--- src/rtl/hazard_ctrl_pkg.sv ---
// Shared constants and helpers for the hazard controller.
// The optional HAZARD_PERF_EN build uses `REG_BUS, which gets a fallback definition here.
`ifndef REG_NUM
`define REG_NUM 32
`endif
`ifndef REG_ADDR_W
`define REG_ADDR_W 5
`endif
`ifndef MAX_INFLIGHT_DEF
`define MAX_INFLIGHT_DEF 4
`endif
`ifndef REG_BUS
`define REG_BUS 63:0
`endif

package hazard_ctrl_pkg;

  localparam int REG_NUM          = `REG_NUM;
  localparam int REG_ADDR_W       = `REG_ADDR_W;
  localparam int MAX_INFLIGHT_DEF = `MAX_INFLIGHT_DEF;

  typedef logic [REG_ADDR_W-1:0] reg_addr_t;
  typedef logic [REG_NUM-1:0]    reg_vec_t;

  function automatic reg_vec_t onehot(input reg_addr_t addr);
    reg_vec_t one;
    one = {{(REG_NUM-1){1'b0}}, 1'b1};
    return one << addr;
  endfunction

  // x0 never counts as a hit, whatever the scoreboard holds
  function automatic logic reg_hit(input reg_vec_t pending, input logic ena, input reg_addr_t addr);
    return ena & (addr != 5'd0) & pending[addr];
  endfunction

endpackage

--- src/rtl/hazard_ctrl_if.sv ---
// ID/WB issue interface between the pipeline (master) and the hazard controller (slave).
interface hazard_ctrl_if #(parameter int CNT_W = 3);
  import hazard_ctrl_pkg::*;

  logic      id_valid;
  logic      id_rs1_r_ena;
  reg_addr_t id_rs1_r_addr;
  logic      id_rs2_r_ena;
  reg_addr_t id_rs2_r_addr;
  logic      id_rd_w_ena;
  reg_addr_t id_rd_w_addr;
  logic      ex_flush;
  logic      wb_w_ena;
  reg_addr_t wb_w_addr;
  logic      id_stall;
  logic      id_issue;
  reg_vec_t  sb_pending;
  logic [CNT_W-1:0] inflight_cnt;
  logic      sb_err;

  modport master (
    output id_valid, id_rs1_r_ena, id_rs1_r_addr, id_rs2_r_ena, id_rs2_r_addr,
           id_rd_w_ena, id_rd_w_addr, ex_flush, wb_w_ena, wb_w_addr,
    input  id_stall, id_issue, sb_pending, inflight_cnt, sb_err
  );

  modport slave (
    input  id_valid, id_rs1_r_ena, id_rs1_r_addr, id_rs2_r_ena, id_rs2_r_addr,
           id_rd_w_ena, id_rd_w_addr, ex_flush, wb_w_ena, wb_w_addr,
    output id_stall, id_issue, sb_pending, inflight_cnt, sb_err
  );

endinterface

--- src/rtl/hazard_ctrl_sb.sv ---
// Destination-register scoreboard: pending bits, in-flight counter and sticky
// error for writebacks to registers that were never issued.
module hazard_sb
  import hazard_ctrl_pkg::*;
#(
  parameter int MAX_INFLIGHT = MAX_INFLIGHT_DEF,
  parameter int CNT_W        = 3
) (
  input  logic             clk,
  input  logic             rst,
  input  logic             issue_w_i,
  input  reg_addr_t        issue_addr_i,
  input  logic             wb_w_ena_i,
  input  reg_addr_t        wb_w_addr_i,
  output reg_vec_t         pending_o,
  output logic [CNT_W-1:0] inflight_cnt_o,
  output logic             sb_err_o
);

  reg_vec_t         pending_q, pending_d;
  logic [CNT_W-1:0] cnt_q, cnt_d;
  logic             err_q, err_d;
  logic             wb_nz_s, wb_clr_s, wb_bad_s;

  // Next-state: clear on retire, set on issue; issue never targets a pending reg
  always_comb begin
    wb_nz_s   = wb_w_ena_i & (wb_w_addr_i != 5'd0);
    wb_clr_s  = wb_nz_s & pending_q[wb_w_addr_i];
    wb_bad_s  = wb_nz_s & ~pending_q[wb_w_addr_i];
    pending_d = pending_q;
    if (wb_clr_s) begin
      pending_d = pending_d & ~onehot(wb_w_addr_i);
    end else begin
      pending_d = pending_d;
    end
    if (issue_w_i) begin
      pending_d = pending_d | onehot(issue_addr_i);
    end else begin
      pending_d = pending_d;
    end
    pending_d[0] = 1'b0;
    case ({issue_w_i, wb_clr_s})
      2'b10:   cnt_d = cnt_q + CNT_W'(1);
      2'b01:   cnt_d = cnt_q - CNT_W'(1);
      default: cnt_d = cnt_q;
    endcase
    err_d = err_q | wb_bad_s;
  end

  // Scoreboard state registers with synchronous active-low reset
  always_ff @(posedge clk) begin
    if (!rst) begin
      pending_q <= {REG_NUM{1'b0}};
      cnt_q     <= {CNT_W{1'b0}};
      err_q     <= 1'b0;
    end else begin
      pending_q <= pending_d;
      cnt_q     <= cnt_d;
      err_q     <= err_d;
    end
  end

  assign pending_o      = pending_q;
  assign inflight_cnt_o = cnt_q;
  assign sb_err_o       = err_q;

endmodule

--- src/rtl/hazard_ctrl.sv ---
// Issue scheduler between ID and EX/WB: RAW/WAW/in-flight-limit stalls and flush kill.
// Optional HAZARD_PERF_EN adds saturating stall_cycles / flush_cycles counters.
module hazard_ctrl
  import hazard_ctrl_pkg::*;
#(
  parameter int MAX_INFLIGHT = MAX_INFLIGHT_DEF,
  parameter int CNT_W        = 3
) (
  input  logic            clk,
  input  logic            rst,
  hazard_ctrl_if.slave    bus
`ifdef HAZARD_PERF_EN
  ,
  output logic [`REG_BUS] stall_cycles,
  output logic [`REG_BUS] flush_cycles
`endif
);

  logic raw1_s, raw2_s, waw_s, full_s, rd_nz_s;
  logic stall_s, issue_s, issue_w_s;

  // Hazards look only at the registered scoreboard, so same-cycle WB never releases
  always_comb begin
    rd_nz_s   = bus.id_rd_w_ena & (bus.id_rd_w_addr != 5'd0);
    raw1_s    = reg_hit(bus.sb_pending, bus.id_rs1_r_ena, bus.id_rs1_r_addr);
    raw2_s    = reg_hit(bus.sb_pending, bus.id_rs2_r_ena, bus.id_rs2_r_addr);
    waw_s     = reg_hit(bus.sb_pending, bus.id_rd_w_ena, bus.id_rd_w_addr);
    full_s    = (bus.inflight_cnt == CNT_W'(MAX_INFLIGHT)) & rd_nz_s;
    stall_s   = bus.id_valid & ~bus.ex_flush & (raw1_s | raw2_s | waw_s | full_s);
    issue_s   = bus.id_valid & ~bus.ex_flush & ~stall_s;
    issue_w_s = issue_s & rd_nz_s;
  end

  assign bus.id_stall = stall_s;
  assign bus.id_issue = issue_s;

  hazard_sb #(
    .MAX_INFLIGHT (MAX_INFLIGHT),
    .CNT_W        (CNT_W)
  ) u_sb (
    .clk            (clk),
    .rst            (rst),
    .issue_w_i      (issue_w_s),
    .issue_addr_i   (bus.id_rd_w_addr),
    .wb_w_ena_i     (bus.wb_w_ena),
    .wb_w_addr_i    (bus.wb_w_addr),
    .pending_o      (bus.sb_pending),
    .inflight_cnt_o (bus.inflight_cnt),
    .sb_err_o       (bus.sb_err)
  );

`ifdef HAZARD_PERF_EN
  logic [`REG_BUS] stall_q, flush_q;

  // Saturating performance counters
  always_ff @(posedge clk) begin
    if (!rst) begin
      stall_q <= '0;
      flush_q <= '0;
    end else begin
      if (stall_s && !(&stall_q)) begin
        stall_q <= stall_q + 1'b1;
      end else begin
        stall_q <= stall_q;
      end
      if (bus.ex_flush && bus.id_valid && !(&flush_q)) begin
        flush_q <= flush_q + 1'b1;
      end else begin
        flush_q <= flush_q;
      end
    end
  end

  assign stall_cycles = stall_q;
  assign flush_cycles = flush_q;
`endif

endmodule

--- src/flat_wrapper.sv ---
// flat-port wrapper written by rule: the top's interface ports become plain ports
module hazard_ctrl_flat import hazard_ctrl_pkg::*;
#(
  parameter int MAX_INFLIGHT = MAX_INFLIGHT_DEF,
  parameter int CNT_W        = 3
)
  (clk, rst, bus_id_valid, bus_id_rs1_r_ena, bus_id_rs1_r_addr, bus_id_rs2_r_ena, bus_id_rs2_r_addr, bus_id_rd_w_ena, bus_id_rd_w_addr, bus_ex_flush, bus_wb_w_ena, bus_wb_w_addr, bus_id_stall, bus_id_issue, bus_sb_pending, bus_inflight_cnt, bus_sb_err);
  hazard_ctrl_if #(.CNT_W(CNT_W)) bus_i ();
  input  logic clk;
  input  logic rst;
  input wire logic [$bits(bus_i.id_valid)-1:0] bus_id_valid;
  input wire logic [$bits(bus_i.id_rs1_r_ena)-1:0] bus_id_rs1_r_ena;
  input wire logic [$bits(bus_i.id_rs1_r_addr)-1:0] bus_id_rs1_r_addr;
  input wire logic [$bits(bus_i.id_rs2_r_ena)-1:0] bus_id_rs2_r_ena;
  input wire logic [$bits(bus_i.id_rs2_r_addr)-1:0] bus_id_rs2_r_addr;
  input wire logic [$bits(bus_i.id_rd_w_ena)-1:0] bus_id_rd_w_ena;
  input wire logic [$bits(bus_i.id_rd_w_addr)-1:0] bus_id_rd_w_addr;
  input wire logic [$bits(bus_i.ex_flush)-1:0] bus_ex_flush;
  input wire logic [$bits(bus_i.wb_w_ena)-1:0] bus_wb_w_ena;
  input wire logic [$bits(bus_i.wb_w_addr)-1:0] bus_wb_w_addr;
  output wire logic [$bits(bus_i.id_stall)-1:0] bus_id_stall;
  output wire logic [$bits(bus_i.id_issue)-1:0] bus_id_issue;
  output wire logic [$bits(bus_i.sb_pending)-1:0] bus_sb_pending;
  output wire logic [$bits(bus_i.inflight_cnt)-1:0] bus_inflight_cnt;
  output wire logic [$bits(bus_i.sb_err)-1:0] bus_sb_err;
  assign bus_i.id_valid = bus_id_valid;
  assign bus_i.id_rs1_r_ena = bus_id_rs1_r_ena;
  assign bus_i.id_rs1_r_addr = bus_id_rs1_r_addr;
  assign bus_i.id_rs2_r_ena = bus_id_rs2_r_ena;
  assign bus_i.id_rs2_r_addr = bus_id_rs2_r_addr;
  assign bus_i.id_rd_w_ena = bus_id_rd_w_ena;
  assign bus_i.id_rd_w_addr = bus_id_rd_w_addr;
  assign bus_i.ex_flush = bus_ex_flush;
  assign bus_i.wb_w_ena = bus_wb_w_ena;
  assign bus_i.wb_w_addr = bus_wb_w_addr;
  assign bus_id_stall = bus_i.id_stall;
  assign bus_id_issue = bus_i.id_issue;
  assign bus_sb_pending = bus_i.sb_pending;
  assign bus_inflight_cnt = bus_i.inflight_cnt;
  assign bus_sb_err = bus_i.sb_err;
  hazard_ctrl #(.MAX_INFLIGHT(MAX_INFLIGHT), .CNT_W(CNT_W)) u_core (.clk(clk), .rst(rst), .bus(bus_i));
endmodule
--- config.mk ---
export PLATFORM = sky130hd
export DESIGN_NAME = hazard_ctrl_flat
export DESIGN_NICKNAME = d
export VERILOG_FILES = /design/src/rtl/hazard_ctrl_pkg.sv /design/src/rtl/hazard_ctrl_if.sv /design/src/rtl/hazard_ctrl_sb.sv /design/src/rtl/hazard_ctrl.sv /design/src/flat_wrapper.sv
export SDC_FILE = /design/constraint.sdc
export NUM_CORES = 1
export LEC_CHECK = 0
export ABC_AREA = 1
export CORE_MARGIN = 3
export CORE_UTILIZATION = 58
export DETAILED_ROUTE_END_ITERATION = 10
export GPL_TIMING_DRIVEN = 1
export PLACE_DENSITY = 0.87
export SYNTH_ARGS = -nofsm -noshare
export SYNTH_HDL_FRONTEND = slang
export SYNTH_SLANG_ARGS = --single-unit
--- constraint.sdc ---
create_clock -name clk -period 4.6 [get_ports clk]
set_input_delay 0.92 -clock clk [delete_from_list [all_inputs] [get_ports clk]]
set_output_delay 0.92 -clock clk [all_outputs]
set_load 0.05 [all_outputs]
### Word-level counts from Yosys, hierarchy flattened

Index checks and enable logic that the tools add are counted.

| operators by class | value |
|---|---|
| add/sub/neg operators | 2 |
| mux-type cells | 11 |
| equality and inequality tests | 3 |
| reductions and logical operators | 5 |
| bitwise operators | 24 |
| $lt $le $gt $ge | 4 |
| shift-type cells | 2 |

Operators by type and width:

| kind | number |
|---|---|
| 32-bit 2-to-1 mux | 2 |
| 1-bit by 5-bit left shift with 32-bit output, first input constant | 2 |
| 32-bit bitwise AND | 1 |
| 32-bit NOT | 1 |
| 32-bit OR | 1 |
| 5-bit by 6-bit less-than comparator with 1-bit output, second input constant | 4 |
| 1-bit binary-select mux with 5-bit select | 4 |
| 5-bit nonzero test | 4 |
| 1-bit bitwise AND | 14 |
| 3-bit one-hot mux with 2 select lines | 1 |
| 1-bit 2-to-1 mux | 4 |
| 1-bit OR | 4 |
| 3-bit by 1-bit adder with 3-bit output, second input constant | 1 |
| 3-bit == test, second input constant | 1 |
| 1-bit NOT | 3 |
| 3-bit by 1-bit subtractor with 3-bit output, second input constant | 1 |
| 2-bit by 1-bit == test with 1-bit output, second input constant | 1 |
| 2-bit == test, second input constant | 1 |
| 2-bit nonzero test | 1 |

| storage, ports and cells | value |
|---|---|
| register bits | 36 |
| word-level logic and storage cells | 55 |
| bits of input ports | 28 |

### Longest topological paths before layout

Gate-level depths: netlist of run 1.

| logic depth | value |
|---|---|
| depth after elaboration | 12 |
| mapped depth | 22 |
| gate-level depth less buffers | 20 |

### Hierarchy

From an unflattened synthesis of run 1, not the netlist that was laid out.

| second synthesis, totals | value |
|---|---|
| cell total of the unflattened synthesis | 638 |
| area total of the unflattened synthesis | 3694.8 sq um |

Modules (own cells, without submodules):

| module | cells each | area each (sq um) | seq. area each (sq um) | times used |
|---|---|---|---|---|
| hazard_sb | 365 | 2416.1 | 700.7 | 1 |
| hazard_ctrl | 273 | 1278.7 | 0.0 | 1 |

### Least setup slack after synthesis of run 1

No wires, ideal clock.

| timing path | value |
|---|---|
| kind | input -> output |
| start | in bus_id_rs1_r_addr[0] |
| end | out bus_id_issue |
| slack | 0.789 ns |
| buffers on the path | 2 |
| required time | 3.680 ns |
| data arrival time | 2.891 ns |
| cell stages on the path | 13 |
| path through | buf_4 > inv_4 > buf_6 > nand2_1 > nand3_1 > nand3_1 > nand3_1 > nand2_1 > nand3_1 > nand2_1 > inv_2 > o21ai_0 > nor3_1 |

| on the way | value |
|---|---|
| longest elaborated chain between the ends | 9 |
| elaborated cells between the ends (all ways) | 11 |
| those cells by class | mux: 2; bitwise: 8; reduce/logical: 1 |

RTL lines:

| what | line | text |
|---|---|---|
| start: declaration | flat_wrapper.sv:13 | `input wire logic [$bits(bus_i.id_rs1_r_addr)-1:0] bus_id_rs1_r_addr;` |
| 1-bit binary-select mux with 5-bit select / 5-bit nonzero test (equally long branches) | hazard_ctrl_pkg.sv:33 | `return ena & (addr != 5'd0) & pending[addr];` |
| 1-bit 2-to-1 mux (not written as such) / 1-bit bitwise AND (equally long branches) | hazard_ctrl_pkg.sv:33 |  |
| 1-bit bitwise AND * | hazard_ctrl_pkg.sv:33 |  |
| 1-bit OR * (3 in a row) | hazard_ctrl.sv:29 | `stall_s = bus.id_valid & ~bus.ex_flush & (raw1_s \| raw2_s \| waw_s \| full_s);` |
| 1-bit bitwise AND * | hazard_ctrl.sv:29 |  |
| 1-bit NOT * | hazard_ctrl.sv:30 | `issue_s = bus.id_valid & ~bus.ex_flush & ~stall_s;` |
| 1-bit bitwise AND * | hazard_ctrl.sv:30 |  |
| end: declaration | flat_wrapper.sv:22 | `output wire logic [$bits(bus_i.id_issue)-1:0] bus_id_issue;` |

Every way passes the cells marked *; elsewhere a longest branch is shown, timed or not. The select of a mux whose other input is x is not followed.

### Final worst setup path of run 1

| timing path | value |
|---|---|
| start | in bus_id_rs2_r_addr[0] |
| end | out bus_id_stall |

| on the way | value |
|---|---|
| longest elaborated chain between the ends | 7 |
| elaborated cells between the ends (all ways) | 9 |
| those cells by class | mux: 2; bitwise: 6; reduce/logical: 1 |

RTL lines:

| what | line | text |
|---|---|---|
| start: declaration | flat_wrapper.sv:15 | `input wire logic [$bits(bus_i.id_rs2_r_addr)-1:0] bus_id_rs2_r_addr;` |
| 1-bit binary-select mux with 5-bit select / 5-bit nonzero test (equally long branches) | hazard_ctrl_pkg.sv:33 |  |
| 1-bit 2-to-1 mux (not written as such) / 1-bit bitwise AND (equally long branches) | hazard_ctrl_pkg.sv:33 |  |
| 1-bit bitwise AND * | hazard_ctrl_pkg.sv:33 |  |
| 1-bit OR * (3 in a row) | hazard_ctrl.sv:29 |  |
| 1-bit bitwise AND * | hazard_ctrl.sv:29 |  |
| end: declaration | flat_wrapper.sv:21 | `output wire logic [$bits(bus_i.id_stall)-1:0] bus_id_stall;` |

Marked as above.

==> summary.txt, run 1 <==
Synthesis
  • Top-count cell post-synth: nor2_1
  • Post-synthesis average cell area: 5.704 µm²
  • Synth Area in Compound Gates: 11.18%
  • Largest family of logic cells by synthesized area: simple AND/OR/NAND/NOR gates
  • Post-synthesis mux area share: 0%
  • Adder-cell share of the synthesized area: 0.9025%
  • #FFs+latches synth: 35
  • Synth top cells by count: 132 x nor2_1, 128 x nand2_1, 65 x nand3_1, 54 x inv_1, 50 x nand4_1
  • Post-synth cell types: 38
  • Synth area leaders: dfxtp_1 19%, nor2_1 14%, nand2_1 13%
  • XOR/XNOR share of the synthesized area: 0%
  • Number of flops mapped to enable cells by yosys: 0
  • Top FF cell, synth: dfxtp_1
  • Post-Syn Instances: 632
  • Synth Warn #: 0
  • Post-Syn Area: 3605 µm²
  • Simple-gate share of the synthesized area: 53.25%
  • Net Count, Synth: 662
  • Synth area leader: dfxtp_1
  • Share of async-settable or async-resettable flops after synthesis: 0%
  • Register area share after synthesis: 19.44%
  • Top-area cell type share of the netlist area: 19.44%

Setup path
  • R2R Path End: u_core.u_sb.inflight_cnt_o[2]$_SDFFE_PN0P_
  • Worst path required time: 3.68 ns
  • R2r setup slk: 1.81 ns
  • CP startpoint: bus_id_rs2_r_addr[0]
  • Crit path capture type: primary output
  • Crit-path max FO: 17
  • CP Data Arrival Time: 3.39 ns
  • Reg2reg path depth: 19
  • CP startpoint kind: primary input
  • R2R Path Start: u_core.u_sb.pending_o[7]$_SDFF_PN0_
  • CP Class: primary input to primary output

GRT
  • Vias in the first global route: 4263
  • GRT Resource Usage Total: 37.54%
  • Initial antenna violation count: 0
  • First-pass GRT wire length: 21650 µm
  • GR Overflow Total: 0
  • Pin count of the biggest net entering global routing: 43

Layout
  • Finished Layout Cells: 750
  • Final #Nets: 704
  • Antenna cells: 0
  • Layout cells sized above 1: 11.26%
  • Fillcell total: 539
  • Area growth from synthesis to layout: 17.98%

Power and ir drop
  • Worst vdd ir: 0.1725 mV
  • PwrDens: 182.2 nW/µm²
  • Cell leakage power: 1.578 nW

STA
  • Final setup fails: 0
  • RSZ-0062 raised after global routing: false
  • Min cycle time layout: 4.314 ns
  • Final Hold Violating Endpoints: 0
  • Fmax: 231.8 MHz
  • Fin Setup TNS: 0 ns
  • Final slew viol count: 0
  • Tcrit/Tclk final: 93.78%
  • Measured slew at the worst slew-check pin: 1.021 ns
  • Clock skew: 0.01039 ns
  • Slew margin rel.: 31.84%

Drt
  • Final wirelength: 13720 µm
  • Antenna Nets Post-Route: 0
  • Detailed Routing Iterations Pass 1: 6
  • Initial DRC count: 656
  • Post-DR wirelength/cell: 18.30 µm
  • Via count: 4678
  • Residual DRC count: 0
  • Vias/cell: 6.237

Clocking
  • Post_cts resized: 0
  • Clock sinks: 35
  • H-tree Lvls: 2
  • Root buffer cell: clkbuf_8
  • Max Root-Sink Buffers: 2
  • Reg clk slew, reported paths: 0.08 ns
  • Clk_lat worst skew: 0.30 ns
  • Post-CTS Setup Bufs: 0
  • CTS tree: yes
  • Num CTS Buffers: 5
  • Hold-fix buffers at CTS: 0

Job
  • MaxCap Viol Count: 0

Min path
  • Hold crit path type: flip-flop to flip-flop
  • Worst Hold Launch: u_core.u_sb.sb_err_o$_SDFF_PN0_
  • WHS Path Cells: 2
  • Worst Hold End: u_core.u_sb.sb_err_o$_SDFF_PN0_

Placement
  • Detailed-placement wirelength estimate: 9913 µm
  • Placer congestion estimate: 1.015
  • Port-buffer cells: 64
  • Inst Count DP: 742

Floorplan
  • Core area: 5956 µm²
  • Row cnt: 28
  • Starting density of the core: 60.53%
  • DIE AREA: 7197 µm²
  • IO Pins: 66
  • Die extent in y: 84.84 µm
  • Die width: 84.84 µm

Outcome
  • Outcome: finished clean
worst max-delay path, stage by stage:
cell             delay [ns]
clkdlybuf4s50_1        0.84
inv_2                  0.15
nor2_1                 0.32
nand2_1                0.13
nand4_1                0.11
nand3_1                0.07
nand2_1                0.07
nand3_1                0.11
nand2_1                0.15
inv_2                  0.07
o21ai_0                0.10
and2_1                 0.21
buf_12                 0.14
metrics by stage:
stage | power [mW] | area (µm²) | hold slack, ns | setup slack [ns] | utilization, %
after global routing | 0.8043 | 4253 | 0.5300 | 0.09215 | 71.41
after detailed placement | 0.5413 | 4168 | 0.4713 | 0.3792 | 69.98
final | 0.7747 | 4253 | 0.4943 | 0.2862 | 71.41
after global placement | 0.5365 | 4168 | 0.4518 | 0.4604 | 69.98
after CTS | 0.7649 | 4253 | 0.4936 | 0.3725 | 71.41
after floorplan | 0.4789 | 3605 | 0.6854 | 0.7888 | -
how the worst max path moves through the flow:
| stage | to | slack (ns) |
|---|---|---|
| 2_1_floorplan | bus_id_issue | 0.79 |
| 3_3_place_gp | bus_id_issue | 0.46 |
| 3_5_place_dp | bus_id_stall | 0.38 |
| 4_1_cts | bus_id_stall | 0.37 |
| 5_1_grt | bus_id_issue | 0.09 |
| 6_report | bus_id_stall | 0.29 |
cell families (layout without fill, tap and decap cells):
kind of cell	after synthesis	count (layout)
other	1	1
DFF	35	35
AOI/OAI and AO/OA	68	68
and+or+nand+nor	417	417
adders and majority gates	2	2
buffers and inverters	109	152
state kept, by name, summed over array words and instances, names as in the netlist:
register,cells
u_core.u_sb.inflight_cnt_o,3
u_core.u_sb.sb_err_o,1
u_core.u_sb.pending_o,31
placed cells by master, fill, tap and decap left out, types with 13 or more instances in the layout:
master / instances
nand4_1: 50
nand3_1: 65
nand2_1: 128
a21oi_1: 14
o21ai_1: 17
clkdlybuf4s50_1: 62
inv_1: 54
buf_4: 13
nor2_2: 31
o21ai_0: 20
nor2_1: 132
dfxtp_1: 35
layer usage:
| layer | track usage, % | wire, µm |
|---|---|---|
| met1 | 48.69 | 5088 |
| met4 | 20.72 | 923 |
| met5 | 0 | 0 |
| met3 | 7.961 | 1952 |
| met2 | 58.01 | 5758 |
cell type report:
| cell class | instances | area (µm²) | area share [%] |
|---|---|---|---|
| timing repair buffer | 77 | 758.2 | 17.83 |
| multi-input combinational | 488 | 2359 | 55.46 |
| clock buffer | 6 | 72.57 | 1.706 |
| sequential | 35 | 700.7 | 16.48 |
| inverter | 67 | 256.5 | 6.031 |
| tap | 75 | 93.84 | 2.207 |
| clock inverter | 2 | 12.51 | 0.2942 |
where the power goes:
| part | internal (mW) | switching [mW] | total, mW |
|---|---|---|---|
| clock network | 0.106 | 0.127 | 0.233 |
| registers | 0.307 | 0.00426 | 0.311 |
| logic | 0.0741 | 0.157 | 0.231 |
| total | 0.487 | 0.288 | 0.775 |
(Power assumes the default switching activity.)
==> run 2, diff against run 1 <==
--- a/config.mk
+++ b/config.mk
@@ -6,11 +6,11 @@
 export NUM_CORES = 1
 export LEC_CHECK = 0
 export ABC_AREA = 1
-export CORE_MARGIN = 3
-export CORE_UTILIZATION = 58
+export CORE_MARGIN = 5
+export CORE_UTILIZATION = 54
 export DETAILED_ROUTE_END_ITERATION = 10
 export GPL_TIMING_DRIVEN = 1
-export PLACE_DENSITY = 0.87
+export PLACE_DENSITY = 0.82
 export SYNTH_ARGS = -nofsm -noshare
 export SYNTH_HDL_FRONTEND = slang
 export SYNTH_SLANG_ARGS = --single-unit
==> constraint.sdc (replaced) <==
create_clock -name clk -period 4.95 [get_ports clk]
set_input_delay 0.99 -clock clk [delete_from_list [all_inputs] [get_ports clk]]
set_output_delay 0.99 -clock clk [all_outputs]
set_load 0.05 [all_outputs]
==> run 2 against run 1 <==
Compared with the run above: cell area about the same; global-route usage down 5.5 points; critical path depth up 3; sequential share of layout area about the same; die area up 17%; register-to-register slack better by 0.37 ns; setup slack better by 0.29 ns; largest cell class unchanged.
==> summary.txt, run 2 (synthesized netlist as in run 1, its figures left out) <==
GRT
  • Vias in the first global route: 4203 (was 4263)
  • First-pass GRT wire length: 21760 µm (was 21650 µm)
  • Initial antenna violation count: 0 (unchanged)
  • Met2 GRT Util: 51.80% (was 58.01%)
  • Met3 Use GR: 7.365% (was 7.961%)
  • Grt met1 use: 40.72% (was 48.69%)
  • GR Overflow Total: 0 (unchanged)
  • Pin count of the biggest net entering global routing: 43 (unchanged)
  • Global routing's busiest layer: met2 (unchanged)
  • GRT Resource Usage Total: 32.03% (was 37.54%)

Floorplan
  • Core area: 6422 µm² (was 5956 µm²)
  • DIE AREA: 8410 µm² (was 7197 µm²)
  • Row cnt: 29 (was 28)
  • Die width: 91.71 µm (was 84.84 µm)
  • Die extent in y: 91.71 µm (was 84.84 µm)
  • Starting density of the core: 56.13% (was 60.53%)
  • IO Pins: 66 (unchanged)

Power and ir drop
  • Comb pwr share: 27.3% (was 29.8%)
  • Total power: 775.1 µW (was 774.7 µW)
  • Sw frac: 34.89% (was 37.14%)
  • Seq pwr share: 37.3% (was 40.2%)
  • Pint: 504.6 µW (was 487.0 µW)
  • Cell leakage power: 1.577 nW (was 1.578 nW)
  • Clock Power Share: 35.4% (was 30.1%)
  • Worst vdd ir: 0.1750 mV (was 0.1725 mV)
  • Net switching power: 270.4 µW (was 287.7 µW)
  • PwrDens: 182.1 nW/µm² (was 182.2 nW/µm²)

Setup path
  • Reg2reg path depth: 19 (unchanged)
  • CP Class: primary input to primary output (unchanged)
  • Cell mode on critical path: nand2_1 (unchanged)
  • CP startpoint kind: primary input (unchanged)
  • R2r setup slk: 2.18 ns (was 1.81 ns)
  • R2R Path End: u_core.u_sb.inflight_cnt_o[2]$_SDFFE_PN0P_ (unchanged)
  • CP startpoint: bus_id_rs2_r_addr[0] (unchanged)
  • Crit path cell chain: clkdlybuf4s50_1 -> inv_2 -> nand2_1 -> nand2_1 -> nand2_1 -> nand2_1 -> nand2_1 -> nand2_1 -> nor2_1 -> nand2_1 -> nand3_1 -> nand2_1 -> inv_2 -> o21ai_0 -> nor3_1 -> buf_12 (was clkdlybuf4s50_1 -> inv_2 -> nor2_1 -> nand2_1 -> nand4_1 -> nand3_1 -> nand2_1 -> nand3_1 -> nand2_1 -> inv_2 -> o21ai_0 -> and2_1 -> buf_12)
  • Worst path required time: 3.96 ns (was 3.68 ns)
  • End point of the critical path: bus_id_issue (was bus_id_stall)
  • Worst path max stage delay: 0.81 ns (was 0.84 ns)
  • CP Data Arrival Time: 3.38 ns (was 3.39 ns)
  • Crit-path max FO: 17 (unchanged)
  • Worst path slowest cell: clkdlybuf4s50_1 (unchanged)
  • R2R Path Start: u_core.u_sb.pending_o[23]$_SDFF_PN0_ (was u_core.u_sb.pending_o[7]$_SDFF_PN0_)
  • Crit path capture type: primary output (unchanged)

STA
  • Measured slew at the worst slew-check pin: 1.060 ns (was 1.021 ns)
  • Tcrit/Tclk final: 88.32%
  • Fin Setup TNS: 0 ns (unchanged)
  • Slew margin rel.: 29.26% (was 31.84%)
  • Final Hold Violating Endpoints: 0 (unchanged)
  • RSZ-0062 raised after global routing: false (unchanged)
  • Clock skew: 0.007721 ns (was 0.01039 ns)
  • Fmax: 228.7 MHz
  • Final setup fails: 0 (unchanged)
  • Final slew viol count: 0 (unchanged)
  • Hold_ws: 0.4877 ns (was 0.4943 ns)
  • Min cycle time layout: 4.372 ns

Drt
  • Antenna Nets Post-Route: 0 (unchanged)
  • Residual DRC count: 0 (unchanged)
  • Via count: 4512 (was 4678)
  • Post-DR wirelength/cell: 18.26 µm (was 18.30 µm)
  • Final wirelength: 13660 µm (was 13720 µm)
  • Initial DRC count: 493 (was 656)
  • Vias/cell: 6.032 (was 6.237)
  • Detailed Routing Iterations Pass 1: 6 (unchanged)

Clocking
  • Reg clk slew, reported paths: 0.08 ns (about the same)
  • H-tree Lvls: 2 (unchanged)
  • Post-CTS Setup Bufs: 0 (unchanged)
  • CTS tree: yes (unchanged)
  • Clk_lat worst skew: 0.30 ns (about the same)
  • Hold-fix buffers at CTS: 0 (unchanged)
  • Clock sinks: 35 (unchanged)
  • Num CTS Buffers: 5 (unchanged)
  • Post_cts resized: 0 (unchanged)
  • Max Root-Sink Buffers: 2 (unchanged)
  • Root buffer cell: clkbuf_8 (unchanged)

Layout
  • Most common cell after layout, fill and taps aside: nor2_1 (unchanged)
  • Commonest non-fill, non-tap cells in the layout: 132 x nor2_1, 128 x nand2_1, 65 x nand3_1, 62 x clkdlybuf4s50_1, 54 x inv_1 (unchanged)
  • Final #Nets: 700 (was 704)
  • Area growth from synthesis to layout: 18.08% (was 17.98%)
  • Number of flip-flops in the largest register: 31 (unchanged)
  • Antenna cells: 0 (unchanged)
  • Layout cells sized above 1: 10.88% (was 11.26%)

Placement
  • Detailed-placement wirelength estimate: 9773 µm (was 9913 µm)
  • Port-buffer cells: 64 (unchanged)
  • Placer congestion estimate: 1.030 (was 1.015)

Job
  • MaxCap Viol Count: 0 (unchanged)

Outcome
  • Outcome: finished clean (unchanged)

Min path
  • WHS Path Cells: 2 (unchanged)
  • Hold crit path type: flip-flop to flip-flop (unchanged)
-- run 2: changes by cell type in the layout (fill, tap and decap cells not counted), sizes merged --
cell	previous run	this run
buf	15	11
bufinv	0	1
clkbuf	6	5
clkinvlp	1	0
inv	65	66
-- run 2: power by group through the flow --
| stage | Clock [mW] | Sequential [mW] | Combinational, mW |
|---|---|---|---|
| finish | 0.275 | 0.289 | 0.211 |
| global route | 0.290 | 0.290 | 0.227 |
| CTS | 0.277 | 0.289 | 0.207 |
| detailed placement | 0 | 0.295 | 0.206 |
| global placement | 0 | 0.295 | 0.202 |
| floorplan | 0 | 0.308 | 0.137 |
-- run 2: metal layers --
metal	up-vias	share of wire, %
li1	2137	-
met1	2017	38
met2	307	45
met3	51	12
met4	0	4.8
met5	-	0
-- run 2: worst max-delay path: cells and delay by family --
kind            cells  cell delay [ns]
compound gates      1             0.12
buf+inv             4             1.26
simple gates       11             1.00
-- run 2: how the worst min path moves through the flow --
stage | from | to | slack (ns)
5_1_grt | u_core.u_sb.inflight_cnt_o[2]$_SDFFE_PN0P_ | u_core.u_sb.inflight_cnt_o[2]$_SDFFE_PN0P_ | 0.52
3_3_place_gp | u_core.u_sb.inflight_cnt_o[0]$_SDFFE_PN0P_ | u_core.u_sb.inflight_cnt_o[0]$_SDFFE_PN0P_ | 0.46
2_1_floorplan | u_core.u_sb.inflight_cnt_o[0]$_SDFFE_PN0P_ | u_core.u_sb.inflight_cnt_o[0]$_SDFFE_PN0P_ | 0.69
4_1_cts | u_core.u_sb.sb_err_o$_SDFF_PN0_ | u_core.u_sb.sb_err_o$_SDFF_PN0_ | 0.49
3_5_place_dp | u_core.u_sb.sb_err_o$_SDFF_PN0_ | u_core.u_sb.sb_err_o$_SDFF_PN0_ | 0.47
6_report | u_core.u_sb.sb_err_o$_SDFF_PN0_ | u_core.u_sb.sb_err_o$_SDFF_PN0_ | 0.49
-- run 2: cell type report --
class / count / area [µm²]
clock buffer: 5 / 68.82
clock inverter: 3 / 47.55
fill: 618 / 2166
inverter: 67 / 256.5
multi-input combinational: 488 / 2359
sequential: 35 / 700.7
tap: 77 / 96.34
timing repair buffer: 73 / 728.2
-- run 2: through the flow --
step,util (%),area [µm²],setup WS (ns),cells
floorplan,-,3605,0.9988,632
global placement,64.47,4140,0.6588,740
detailed placement,64.47,4140,0.6308,740
CTS,66.28,4257,0.6227,748
global route,66.28,4257,0.3480,748
finish,66.28,4257,0.5781,748
==> run 3, diff against run 2 <==
--- a/config.mk
+++ b/config.mk
@@ -7,10 +7,11 @@
 export LEC_CHECK = 0
 export ABC_AREA = 1
 export CORE_MARGIN = 5
-export CORE_UTILIZATION = 54
+export CORE_UTILIZATION = 60
 export DETAILED_ROUTE_END_ITERATION = 10
+export DONT_BUFFER_PORTS = 1
 export GPL_TIMING_DRIVEN = 1
-export PLACE_DENSITY = 0.82
+export PLACE_DENSITY = 0.76
 export SYNTH_ARGS = -nofsm -noshare
 export SYNTH_HDL_FRONTEND = slang
 export SYNTH_SLANG_ARGS = --single-unit
==> run 3 against run 2 <==
Compared with the run above: non-clock buffer count decreased by 66; wire length shrank 8.6%; critical endpoint is now bus_id_stall; total power decreased by 7.3%; fmax is 17% higher; worst hold slack better by 0.24 ns; sequential cell count unchanged; clock power rose by 4%; register-to-register slack worse by 0.67 ns; sequential power is 4% higher; highest routed layer unchanged.
==> summary.txt, run 3 (synthesized netlist as in run 1, its figures left out) <==
Outcome
  • Outcome: finished clean (unchanged)

STA
  • Hold_ws: 0.7319 ns (was 0.4877 ns)
  • Tcrit/Tclk final: 75.31% (was 88.32%)
  • Clock skew: 0.01733 ns (was 0.007721 ns)
  • Fmax: 268.3 MHz (was 228.7 MHz)
  • Final worst setup slack: 1.222 ns (was 0.5781 ns)
  • Final setup fails: 0 (unchanged)
  • Final Hold Violating Endpoints: 0 (unchanged)
  • Fin Setup TNS: 0 ns (unchanged)
  • Slew margin rel.: 28.67% (was 29.26%)
  • RSZ-0062 raised after global routing: false (unchanged)
  • Measured slew at the worst slew-check pin: 1.069 ns (was 1.060 ns)
  • Final slew viol count: 0 (unchanged)
  • Min cycle time layout: 3.728 ns (was 4.372 ns)

Clocking
  • Post_cts resized: 0 (unchanged)
  • CTS tree: yes (unchanged)
  • Reg clk slew, reported paths: 0.09 ns (was 0.08 ns)
  • Num CTS Buffers: 5 (unchanged)
  • Clock sinks: 35 (unchanged)
  • Post-CTS Setup Bufs: 0 (unchanged)
  • Hold-fix buffers at CTS: 0 (unchanged)
  • Max Root-Sink Buffers: 2 (unchanged)
  • H-tree Lvls: 2 (unchanged)
  • Root buffer cell: clkbuf_8 (unchanged)
  • Clk_lat worst skew: 0.31 ns (was 0.30 ns)

Power and ir drop
  • PwrDens: 200.4 nW/µm² (was 182.1 nW/µm²)
  • Net switching power: 231.5 µW (was 270.4 µW)
  • Seq pwr share: 42.1% (was 37.3%)
  • Pint: 486.8 µW (was 504.6 µW)
  • Cell leakage power: 1.333 nW (was 1.577 nW)
  • Clock Power Share: 40.0% (was 35.4%)
  • Sw frac: 32.23% (was 34.89%)
  • Worst vdd ir: 0.1532 mV (was 0.1750 mV)
  • Comb pwr share: 17.9% (was 27.3%)
  • Total power: 718.3 µW (was 775.1 µW)

Layout
  • Final instance area: 3583 µm² (was 4257 µm²)
  • Reg area: 700.7 µm² (unchanged)
  • Area growth from synthesis to layout: -0.5900% (was 18.08%)
  • Fillcell total: 602 (was 618)
  • Number of flip-flops in the largest register: 31 (unchanged)
  • Finished Layout Cells: 680 (was 748)
  • Final Util: 60.88% (was 66.28%)
  • Commonest non-fill, non-tap cells in the layout: 132 x nor2_1, 128 x nand2_1, 65 x nand3_1, 54 x inv_1, 50 x nand4_1 (was 132 x nor2_1, 128 x nand2_1, 65 x nand3_1, 62 x clkdlybuf4s50_1, 54 x inv_1)
  • Layout cells sized above 1: 11.40% (was 10.88%)
  • Antenna cells: 0 (unchanged)
  • Final #Nets: 634 (was 700)
  • Area of the multi-input gates: 2359 µm² (unchanged)
  • Most common cell after layout, fill and taps aside: nor2_1 (unchanged)

Placement
  • Placer congestion estimate: 1.030 (about the same)
  • Inst Count DP: 672 (was 740)
  • Dpl cell area: 3462 µm² (was 4140 µm²)
  • Detailed-placement wirelength estimate: 9056 µm (was 9773 µm)
  • Port-buffer cells: 0 (was 64)
  • Setup WS pre-CTS: 1.264 ns (was 0.6308 ns)

GRT
  • GR Overflow Total: 0 (unchanged)
  • GRT Resource Usage Total: 33.39% (was 32.03%)
  • Initial antenna violation count: 0 (unchanged)
  • Pin count of the biggest net entering global routing: 44 (was 43)
  • Vias in the first global route: 3844 (was 4203)
  • First-pass GRT wire length: 20000 µm (was 21760 µm)

Job
  • MaxCap Viol Count: 0 (unchanged)

Drt
  • Residual DRC count: 0 (unchanged)
  • Final wirelength: 12480 µm (was 13660 µm)
  • Via count: 4181 (was 4512)
  • Post-DR wirelength/cell: 18.35 µm (was 18.26 µm)
  • Detailed Routing Iterations Pass 1: 7 (was 6)
  • Vias/cell: 6.149 (was 6.032)
  • Initial DRC count: 444 (was 493)
  • Antenna Nets Post-Route: 0 (unchanged)

Setup path
  • CP Data Arrival Time: 2.74 ns (was 3.38 ns)
  • Worst path slowest cell: dfxtp_1 (was clkdlybuf4s50_1)
  • CP startpoint kind: flip-flop (was primary input)
  • CP Class: flip-flop to primary output (was primary input to primary output)
  • Worst path required time: 3.96 ns (about the same)
  • Crit path cell chain: inv_1 -> o21ai_1 -> nand2_1 -> nand3_1 -> nand3_1 -> nand2_1 -> nand2_1 -> nand2_1 -> nor2_2 -> o21ai_0 -> and2_1 (was clkdlybuf4s50_1 -> inv_2 -> nand2_1 -> nand2_1 -> nand2_1 -> nand2_1 -> nand2_1 -> nand2_1 -> nor2_1 -> nand2_1 -> nand3_1 -> nand2_1 -> inv_2 -> o21ai_0 -> nor3_1 -> buf_12)
  • Worst path max stage delay: 0.69 ns (was 0.81 ns)
  • Worst path bufs/invs: 1 (was 4)
  • Crit path capture type: primary output (unchanged)
  • Cell mode on critical path: nand2_1 (unchanged)
  • Kind of cell adding the most delay to the critical path: simple AND/OR/NAND/NOR gates (was buffers and inverters)
  • Crit-path max FO: 4 (was 17)

Min path
  • Hold crit path type: flip-flop to flip-flop (unchanged)

Floorplan
  • DIE AREA: 7658 µm² (was 8410 µm²)
  • Die width: 87.51 µm (was 91.71 µm)
  • IO Pins: 66 (unchanged)
  • Die extent in y: 87.51 µm (was 91.71 µm)
  • Starting density of the core: 61.25% (was 56.13%)
  • Core area: 5886 µm² (was 6422 µm²)
  • Row cnt: 28 (was 29)
-- run 3: area by class of cell --
type / count / area share [%]
clock buffer: 6 / 2.304
clock inverter: 2 / 1.082
inverter: 67 / 7.158
multi-input combinational: 488 / 65.82
sequential: 35 / 19.55
tap: 75 / 2.619
timing repair buffer: 7 / 1.466
-- run 3: worst paths after layout --
kind	from	end	slack, ns	cells after the start
hold / removal	u_core.u_sb.inflight_cnt_o[2]$_SDFFE_PN0P_	u_core.u_sb.inflight_cnt_o[2]$_SDFFE_PN0P_	0.73	2
setup / recovery	u_core.u_sb.pending_o[24]$_SDFF_PN0_	bus_id_stall	1.22	11
setup reg to reg	u_core.u_sb.pending_o[4]$_SDFF_PN0_	u_core.u_sb.inflight_cnt_o[2]$_SDFFE_PN0P_	1.51	20
hold reg to reg	u_core.u_sb.inflight_cnt_o[2]$_SDFFE_PN0P_	u_core.u_sb.inflight_cnt_o[2]$_SDFFE_PN0P_	0.73	2
-- run 3: per-layer routing --
| metal | up-vias | track usage, % | share of wire [%] |
|---|---|---|---|
| li1 | 1996 | - | - |
| met5 | - | 0 | 0 |
| met4 | 0 | 16.32 | 4.9 |
| met2 | 261 | 51.16 | 44 |
| met3 | 52 | 8.704 | 12 |
| met1 | 1872 | 43.36 | 39 |
-- run 3: tightest hold or removal path: stages, from the launching register on --
cell and delay, ns:
dfxtp_1 0.49, inv_1 0.14, a21oi_1 0.06
-- run 3: power groups by stage --
stage,combinational (mW),clock (mW),sequential [mW]
floorplan,0.137,0,0.308
global placement,0.125,0,0.309
detailed placement,0.126,0,0.309
CTS,0.127,0.292,0.302
global route,0.143,0.305,0.303
finish,0.129,0.287,0.302
